[config.mk]
export PLATFORM = sky130hd
export DESIGN_NAME = muldiv_sequencer
export DESIGN_NICKNAME = d
export VERILOG_FILES = /design/src/rtl/muldiv_pkg.sv /design/src/rtl/cycle_timer.sv /design/src/rtl/muldiv_sequencer.sv
export SDC_FILE = /design/constraint.sdc
export NUM_CORES = 1
export LEC_CHECK = 0
export ABC_CLOCK_PERIOD_IN_PS = 1900
export BUFFER_PORTS_ARGS = -buffer_cell sky130_fd_sc_hd__buf_2
export CORE_MARGIN = 2
export CORE_UTILIZATION = 30
export DETAILED_ROUTE_END_ITERATION = 8
export GPL_TIMING_DRIVEN = 0
export SYNTH_ARGS = -nofsm -noshare
export SYNTH_HDL_FRONTEND = slang
export SYNTH_SLANG_ARGS = --single-unit
[constraint.sdc]
create_clock -name clk -period 1.9 [get_ports clk]
set_input_delay 0.19 -clock clk [delete_from_list [all_inputs] [get_ports clk]]
set_output_delay 0.19 -clock clk [all_outputs]
set_load 0.02 [all_outputs]
[src/rtl/muldiv_pkg.sv]
// Shared types and constants for the MULT/DIV sequencer and its cycle timer.
// The state encoding is owned here so later sequencers can reuse it.
package muldiv_pkg;

   typedef enum logic [2:0] {
      IDLE,
      START,
      RUN,
      WB,
      DZ
   } state_t;

   localparam logic OP_MULT = 1'b0;
   localparam logic OP_DIV  = 1'b1;

   localparam int DEFAULT_TIMEOUT = 64;

endpackage

[src/rtl/cycle_timer.sv]
// Clearable up-counter that flags the last allowed wait cycle (TIMEOUT-1).
// It holds at the expiry value so an over-long enable cannot wrap back to zero.
module cycle_timer
   import muldiv_pkg::*;
#(
   parameter int TIMEOUT = DEFAULT_TIMEOUT,
   parameter int TW      = $clog2(TIMEOUT + 1)
) (
   input  logic clk,
   input  logic reset,
   input  logic clr,
   input  logic en,
   output logic expired
);

   logic [TW-1:0] count_reg, count_next;

   assign expired = (count_reg == TW'(TIMEOUT - 1));

   always_comb begin
      count_next = count_reg;
      if (clr) begin
         count_next = '0;
      end else if (en && !expired) begin
         count_next = count_reg + 1'b1;
      end
   end

   always_ff @(posedge clk or negedge reset) begin
      if (!reset) begin
         count_reg <= '0;
      end else begin
         count_reg <= count_next;
      end
   end

endmodule

[src/rtl/muldiv_sequencer.sv]
// Sequences one MULT/DIV at a time onto the shared multiplier/divider engines,
// writes HI/LO together, and interlocks MFHI/MFLO while an op is in flight.
module muldiv_sequencer
   import muldiv_pkg::*;
#(
   parameter int TIMEOUT = DEFAULT_TIMEOUT,
   parameter int TW      = $clog2(TIMEOUT + 1)
) (
   input  logic        clk,
   input  logic        reset,
   input  logic        op_valid,
   input  logic        op_div,
   input  logic [31:0] rs_val,
   input  logic [31:0] rt_val,
   output logic        op_ready,
   output logic [31:0] eng_a,
   output logic [31:0] eng_b,
   output logic        mult_start,
   output logic        div_start,
   input  logic        mult_ready,
   input  logic        div_ready,
   input  logic [31:0] eng_hi,
   input  logic [31:0] eng_lo,
   output logic        hi_wr,
   output logic        lo_wr,
   output logic [31:0] hi_data,
   output logic [31:0] lo_data,
   input  logic        rd_req,
   output logic        rd_stall,
   output logic        busy,
   output logic        div_zero,
   output logic        timeout,
   input  logic        flush
);

   state_t      state_reg, state_next;
   logic        op_div_reg;
   logic [31:0] a_reg, b_reg, hi_reg, lo_reg;
   logic        accept, capture, timer_clr, timer_en, expired, active_ready;

   // Only the engine that was started may end the wait.
   assign active_ready = (op_div_reg == OP_DIV) ? div_ready : mult_ready;

   cycle_timer #(
      .TIMEOUT(TIMEOUT),
      .TW     (TW)
   ) u_timer (
      .clk    (clk),
      .reset  (reset),
      .clr    (timer_clr),
      .en     (timer_en),
      .expired(expired)
   );

   always_comb begin
      state_next = state_reg;
      accept     = 1'b0;
      capture    = 1'b0;
      timer_clr  = 1'b0;
      timer_en   = 1'b0;
      mult_start = 1'b0;
      div_start  = 1'b0;
      hi_wr      = 1'b0;
      lo_wr      = 1'b0;
      div_zero   = 1'b0;
      timeout    = 1'b0;
      case (state_reg)
         IDLE: begin
            if (op_valid && !flush) begin
               accept     = 1'b1;
               state_next = (op_div == OP_DIV && rt_val == '0) ? DZ : START;
            end
         end
         START: begin
            mult_start = !flush && (op_div_reg == OP_MULT);
            div_start  = !flush && (op_div_reg == OP_DIV);
            timer_clr  = 1'b1;
            state_next = RUN;
         end
         RUN: begin
            if (active_ready) begin
               capture    = !flush;
               state_next = WB;
            end else if (expired) begin
               timeout    = !flush;
               state_next = IDLE;
            end else begin
               timer_en = 1'b1;
            end
         end
         WB: begin
            hi_wr      = !flush;
            lo_wr      = !flush;
            state_next = IDLE;
         end
         DZ: begin
            div_zero   = !flush;
            state_next = IDLE;
         end
         default: state_next = IDLE;
      endcase
      if (flush) begin
         state_next = IDLE;
      end
   end

   always_ff @(posedge clk or negedge reset) begin
      if (!reset) begin
         state_reg  <= IDLE;
         op_div_reg <= OP_MULT;
         a_reg      <= '0;
         b_reg      <= '0;
         hi_reg     <= '0;
         lo_reg     <= '0;
      end else begin
         state_reg <= state_next;
         if (accept) begin
            op_div_reg <= op_div;
            a_reg      <= rs_val;
            b_reg      <= rt_val;
         end
         if (capture) begin
            hi_reg <= eng_hi;
            lo_reg <= eng_lo;
         end
      end
   end

   // A read in the accept cycle precedes the op in program order, so it is not held.
   assign busy     = (state_reg != IDLE);
   assign rd_stall = rd_req && busy;
   assign op_ready = (state_reg == IDLE) && !flush;
   assign eng_a    = a_reg;
   assign eng_b    = b_reg;
   assign hi_data  = hi_reg;
   assign lo_data  = lo_reg;

endmodule
=== Yosys cells after proc, flatten, opt, wreduce, memory -nomap -nowiden ===
Cells that the tools add are included.

* Output and inout bits: 137
* Logic and storage cells: 54
* Flip-flop bits (word level): 139
* Input bits: 136

* Add/sub/neg operators: 1
* Bitwise operators: 1
* Multiplexer cells: 24
* Equality and inequality tests: 7
* Reduce and logical (&&, ||, !) cells: 14

{| class="wikitable"
|+ Operator list
! cell !! count
|-
| 32-bit zero test || 1
|-
| 1-bit 2-to-1 mux || 16
|-
| 3-bit 2-to-1 mux || 5
|-
| 7-bit 2-to-1 mux || 2
|-
| 3-bit case mux with 3 select lines || 1
|-
| 7-bit by 1-bit adder with 7-bit output (second input constant) || 1
|-
| 7-bit by 6-bit == test with 1-bit output (second input constant) || 1
|-
| 1-bit logical AND || 7
|-
| 3-bit by 2-bit == test with 1-bit output (second input constant) || 2
|-
| 4-bit by 3-bit != test with 1-bit output (second input constant) || 1
|-
| 3-bit by 1-bit == test with 1-bit output (second input constant) || 1
|-
| 3-bit == test (second input constant) || 1
|-
| 3-bit zero test || 1
|-
| 3-bit != test (second input constant) || 1
|-
| 3-bit nonzero test || 1
|-
| 1-bit zero test || 2
|-
| 2-bit AND reduction || 1
|-
| 2-bit nonzero test || 1
|-
| 1-bit NOT || 1
|}

=== Depth between registers and ports, before layout ===
* Depth after elaboration: 7
* Mapped depth: 6
* Gate-level depth less buffers: 5

=== Cells and area by module ===
Synthesis repeated with hierarchy kept, for this count alone.

* Cell total of the unflattened synthesis: 357
* Area, all modules: 5745.5 sq um

{| class="wikitable"
|+ By module, submodules not included
! module !! area each (sq um) !! seq. area each (sq um) !! times used !! cells an instance
|-
| muldiv_sequencer || 5336.4 || 3303.2 || 1 || 319
|-
| cycle_timer || 409.1 || 175.2 || 1 || 38
|}

=== Worst setup path before layout ===
No wires, ideal clock.

* Path type: register to output
* Start: register state_reg[1]
* End: output div_start
* Required time: 1.710 ns
* Arrival: 1.533 ns
* Slack: 0.177 ns
* Stages on the path, launching flop included: 5
* Buffers on the path: 1
* Cells stage by stage: dfrtp_1 -> nand2b_1 -> or2_2 -> clkbuf_1 -> nor3b_1

* Longest elaborated chain between the ends: 2

{| class="wikitable"
|+ RTL lines
! element !! line !! RTL
|-
| start: declaration || muldiv_sequencer.sv:36 || <nowiki>state_t state_reg, state_next;</nowiki>
|-
| start signal: assignment || muldiv_sequencer.sv:116 || <nowiki>state_reg <= state_next;</nowiki>
|-
| 3-bit by 1-bit == test with 1-bit output || muldiv_sequencer.sv:67 || <nowiki>case (state_reg)</nowiki>
|-
| 1-bit 2-to-1 mux || muldiv_sequencer.sv:67 ||
|-
| end: declaration || muldiv_sequencer.sv:19 || <nowiki>output logic div_start,</nowiki>
|}

Every way passes these cells.

=== Worst setup path in the final report ===
* Start: register state_reg[0]
* End: output timeout

* Longest elaborated chain between the ends: 2

{| class="wikitable"
|+ RTL lines
! element !! line !! RTL
|-
| 3-bit by 2-bit == test with 1-bit output || muldiv_sequencer.sv:67 ||
|-
| 1-bit 2-to-1 mux || muldiv_sequencer.sv:67 ||
|-
| end: declaration || muldiv_sequencer.sv:32 || <nowiki>output logic timeout,</nowiki>
|}

Every way passes these cells.

==> key figures <==
Timing
  – Setup TNS after final layout: 0 ns
  – Maximum clock rate: approximately 540 MHz
  – Shortest period the worst path allows: around 1.8 ns
  – Final-report setup violation count: 0
  – Number of pins with negative max-slew slack in the final report: 0
  – RSZ-0062 raised after global routing: yes
  – Final Hold Fails: 0
  – Period utilisation layout: 0.973
  – Slew at the pin closest to its max-slew limit: 0.625 ns
  – Normalized max-slew margin: 0.584
  – Clock tree skew after final layout: 0.00866 ns
  – Worst slack on hold paths: 0.0119 ns

Floorplan
  – Die span in x: 139 um
  – Count of standard-cell rows: 49
  – CORE AREA: about 0.018 mm^2
  – Initial standard-cell utilization of the core: 0.305
  – Floorplan die height: between 100 and 150 um
  – Die area: between 0.015 and 0.02 mm^2
  – I/O Pins: between 200 and 300

Synth
  – Compound-gate portion of the synthesized area: 0.0183
  – Share of synthesized area spent on multiplexers: 0.271
  – Xor-xnor portion of the synthesized cell area: 0.00160
  – Number of synthesized register bits: ~140
  – Proportion of synthesized flip-flops having asynchronous set or reset: 1.00
  – Synth warn: 0
  – Net count after synthesis: slightly below 500
  – Flip-flop cell with the highest count after synthesis: sky130_fd_sc_hd__dfrtp_1
  – Proportion of synthesized chip area in sequential cells: 0.636
  – Post-synthesis cell type count: 35
  – Number of enable flip-flop cells after synthesis: 0
  – Area share of the leading cell type in the synthesized netlist: 0.636
  – Synthesized-area fraction occupied by and/or/nand/nor cells: 0.0471
  – Adder-cell area share of the yosys netlist: 0.00229
  – Summed instance area of the synthesized netlist: approximately 0.0055 mm^2
  – Top cells by area, synth: sky130_fd_sc_hd__dfrtp_1 64%, sky130_fd_sc_hd__mux2_2 21%, sky130_fd_sc_hd__mux2_1 6.2%
  – Main combinational cell family by area after synthesis: multiplexers
  – Cell type with the largest total area after synthesis: sky130_fd_sc_hd__dfrtp_1
  – Gate count after technology mapping: about 350
  – Syn avg cell area: between 15 and 20 um^2

Worst setup path
  – Cell with the largest stage delay on the worst path: sky130_fd_sc_hd__dfrtp_2
  – Worst Path Arrival: around 1.7 ns
  – Dominant delay contributor by cell family on the critical path: simple AND/OR/NAND/NOR gates
  – Cell breakdown of the critical path: nor3b_4 -> nand2_1 -> nor3_4 -> buf_6
  – Largest fanout of any net on the critical path: 8
  – Critical path endpoint category: output port
  – Required time of the worst setup path: around 1.7 ns
  – Critical path buffer and inverter count: 1
  – Critical Setup Path Class: reg2out
  – Setup crit start kind: register
  – Slowest cell delay on critical path: between 0.4 and 0.5 ns

Final layout
  – Ant diodes: 0
  – Flip-flop and latch area: between 0.003 and 0.004 mm^2
  – Share of the core filled with cells in the final layout: 0.469
  – Multi-input logic area: between 0.0015 and 0.002 mm^2
  – Final net count: 836
  – Post-Layout Cell Count: 940
  – Share of post-route cells with drive strength above 1: 0.616
  – Layout filler cell count: 1639
  – Area growth from synthesis to layout: 53.5%

Clock network
  – Clock tree sinks: approximately 140
  – Num CTS Buffers: 17
  – Clock input transition at the sequential cells of the worst setup and hold paths: approximately 0.060 ns
  – TritonCTS clock tree: built
  – Worst-skew pair later-pin latency: ~0.41 ns
  – Buffer type at the clock tree root: sky130_fd_sc_hd__clkbuf_16
  – Largest buffer count on any clock path: 2
  – H-Tree Depth: 4

Placement
  – Cell Count Post-Placement: around 850
  – # port buffers: approximately 270
  – Total half-perimeter wirelength after legalization and detailed placement: 10.4 mm
  – Routability congestion estimate from global placement: a little under 0.8

Route
  – Number of iterations in the first detailed-routing pass: 4
  – Routed Antenna Nets: 0
  – Iter 0 DRT Violations: roughly 110
  – Routed WL per cell: roughly 15 um
  – Mean number of vias per cell: ~4.5
  – Final Routed Wirelength: 14.0 mm
  – Detailed-route DRC error count: 0
  – Via count of the routed design: around 4200

Pwr
  – Worst vdd rail ir drop: between 600 and 700 uV
  – PD cells: ~1400 mW/mm^2
  – Total chip power: around 12 mW
  – Lkg Pwr: 4.12 nW

Global route
  – Number of global-route vias before repair: ~4600
  – Maximum number of pins on one net before global-route repair: 74
  – Global router's overall resource usage: 0.149
  – Number of antenna violations at the first check in global routing: 0
  – Global-route wire length before repair: 23.1 mm
  – GR Overflow Total: 0

Worst hold path
  – Worst min-delay path category: in2reg

Outcome
  – Result of the run: complete, no violations

Run
  – Maximum capacitance violations: 0
[cells by family (layout without fill, tap and decap cells)]
group | count (synthesis) | count (layout)
fa+ha+maj | 1 | 1
compound gates | 14 | 14
mux | 132 | 132
buf+inv | 18 | 382
simple gates | 42 | 42
flops | 139 | 139
xor+xnor | 1 | 1
[worst paths after layout]
path,start,endpoint,slack (ns),cells past startpoint
min in group asynchronous,reset,lo_data[4]$_DFFE_PN0P_,0.36,2
worst max-delay path,state_reg[0]$_DFFE_PN0P_,timeout,0.05,4
worst min-delay path,rs_val[1],eng_a[1]$_DFFE_PN0P_,0.01,2
worst min register to register,lo_data[6]$_DFFE_PN0P_,lo_data[6]$_DFFE_PN0P_,0.48,1
worst max register to register,state_reg[0]$_DFFE_PN0P_,lo_data[8]$_DFFE_PN0P_,0.06,5
max in group asynchronous,reset,state_reg[0]$_DFFE_PN0P_,0.75,3
[cells in the mapped netlist, drive strengths merged (3+ instances only)]
library cell / number
o31ai: 5
nor2: 7
dfrtp: 139
mux2: 130
nor4: 7
o211ai: 4
or3: 3
nor3b: 3
nand2: 6
buf: 16
[layout by cell type (no fill, tap or decap), drive strengths merged]
master	count
mux2i	2
o211ai	4
o21ai	1
o311a	1
nor4	7
nor4b	2
clkinvlp	1
nand3	2
nor2	7
inv	3
mux2	130
buf	289
a21boi	1
and3	1
clkbuf	24
or3	3
or2	2
o31ai	5
dlygate4sd3	56
ha	1
nor2b	1
nand4	2
dfrtp	139
nor3b	3
clkinv	7
nand2	6
or4	1
nor3	2
a21oi	2
nand2b	1
bufinv	2
xor2	1
nand3b	1
and2	1
[report_power, final]
part	total [mW]	switching [mW]	internal, mW
combinational	3.98	2.29	1.69
clock	3.15	1.23	1.92
sequential	4.52	0.506	4.01
total	11.6	4.02	7.62
[final cells by class]
type	instances	share of cell area
multi-input cells	190	0.229
well taps	229	0.0341
plain buffers	16	0.0158
flip-flops and latches	139	0.415
repair buffers	334	0.239
inverters	1	0.000447
clock inverters	12	0.0148
clock buffers	19	0.0516
[routing by layer]
layer  share of wire  routed length (um)  GRT usage  vias to the layer above
met2            0.50                7060      0.247                      182
met4           0.015                 215     0.0457                        0
met1            0.40                5650      0.178                     2057
met5               0                   0          0                        -
met3           0.079                1110     0.0584                       18
li1                -                   -          -                     1952
[worst register-to-register path, cell delays in order (launching register included)]
cell and delay, ns:
sky130_fd_sc_hd__dfrtp_2 0.49, sky130_fd_sc_hd__nor3b_4 0.27, sky130_fd_sc_hd__nand2_1 0.19, sky130_fd_sc_hd__nor2_8 0.23, sky130_fd_sc_hd__buf_6 0.20, sky130_fd_sc_hd__mux2_1 0.34
[repair_timing]
action,4_1_cts,5_1_grt
pin swaps,2,4
endpoints found under the hold margin,116,5
hold buffers,51,5
endpoints found under the setup margin,102,107
resized for setup,12,13
buffers inserted,4,2
[per-stage QoR]
stage	worst slack, ns	instance area (um^2)
2_1_floorplan	0.177	5470
3_3_place_gp	-1.19	7110
3_5_place_dp	-0.215	7150
4_1_cts	-0.00892	8280
5_1_grt	-0.0619	8390
6_report	0.0512	8390
No activity file was read; power rests on OpenSTA's default activity.
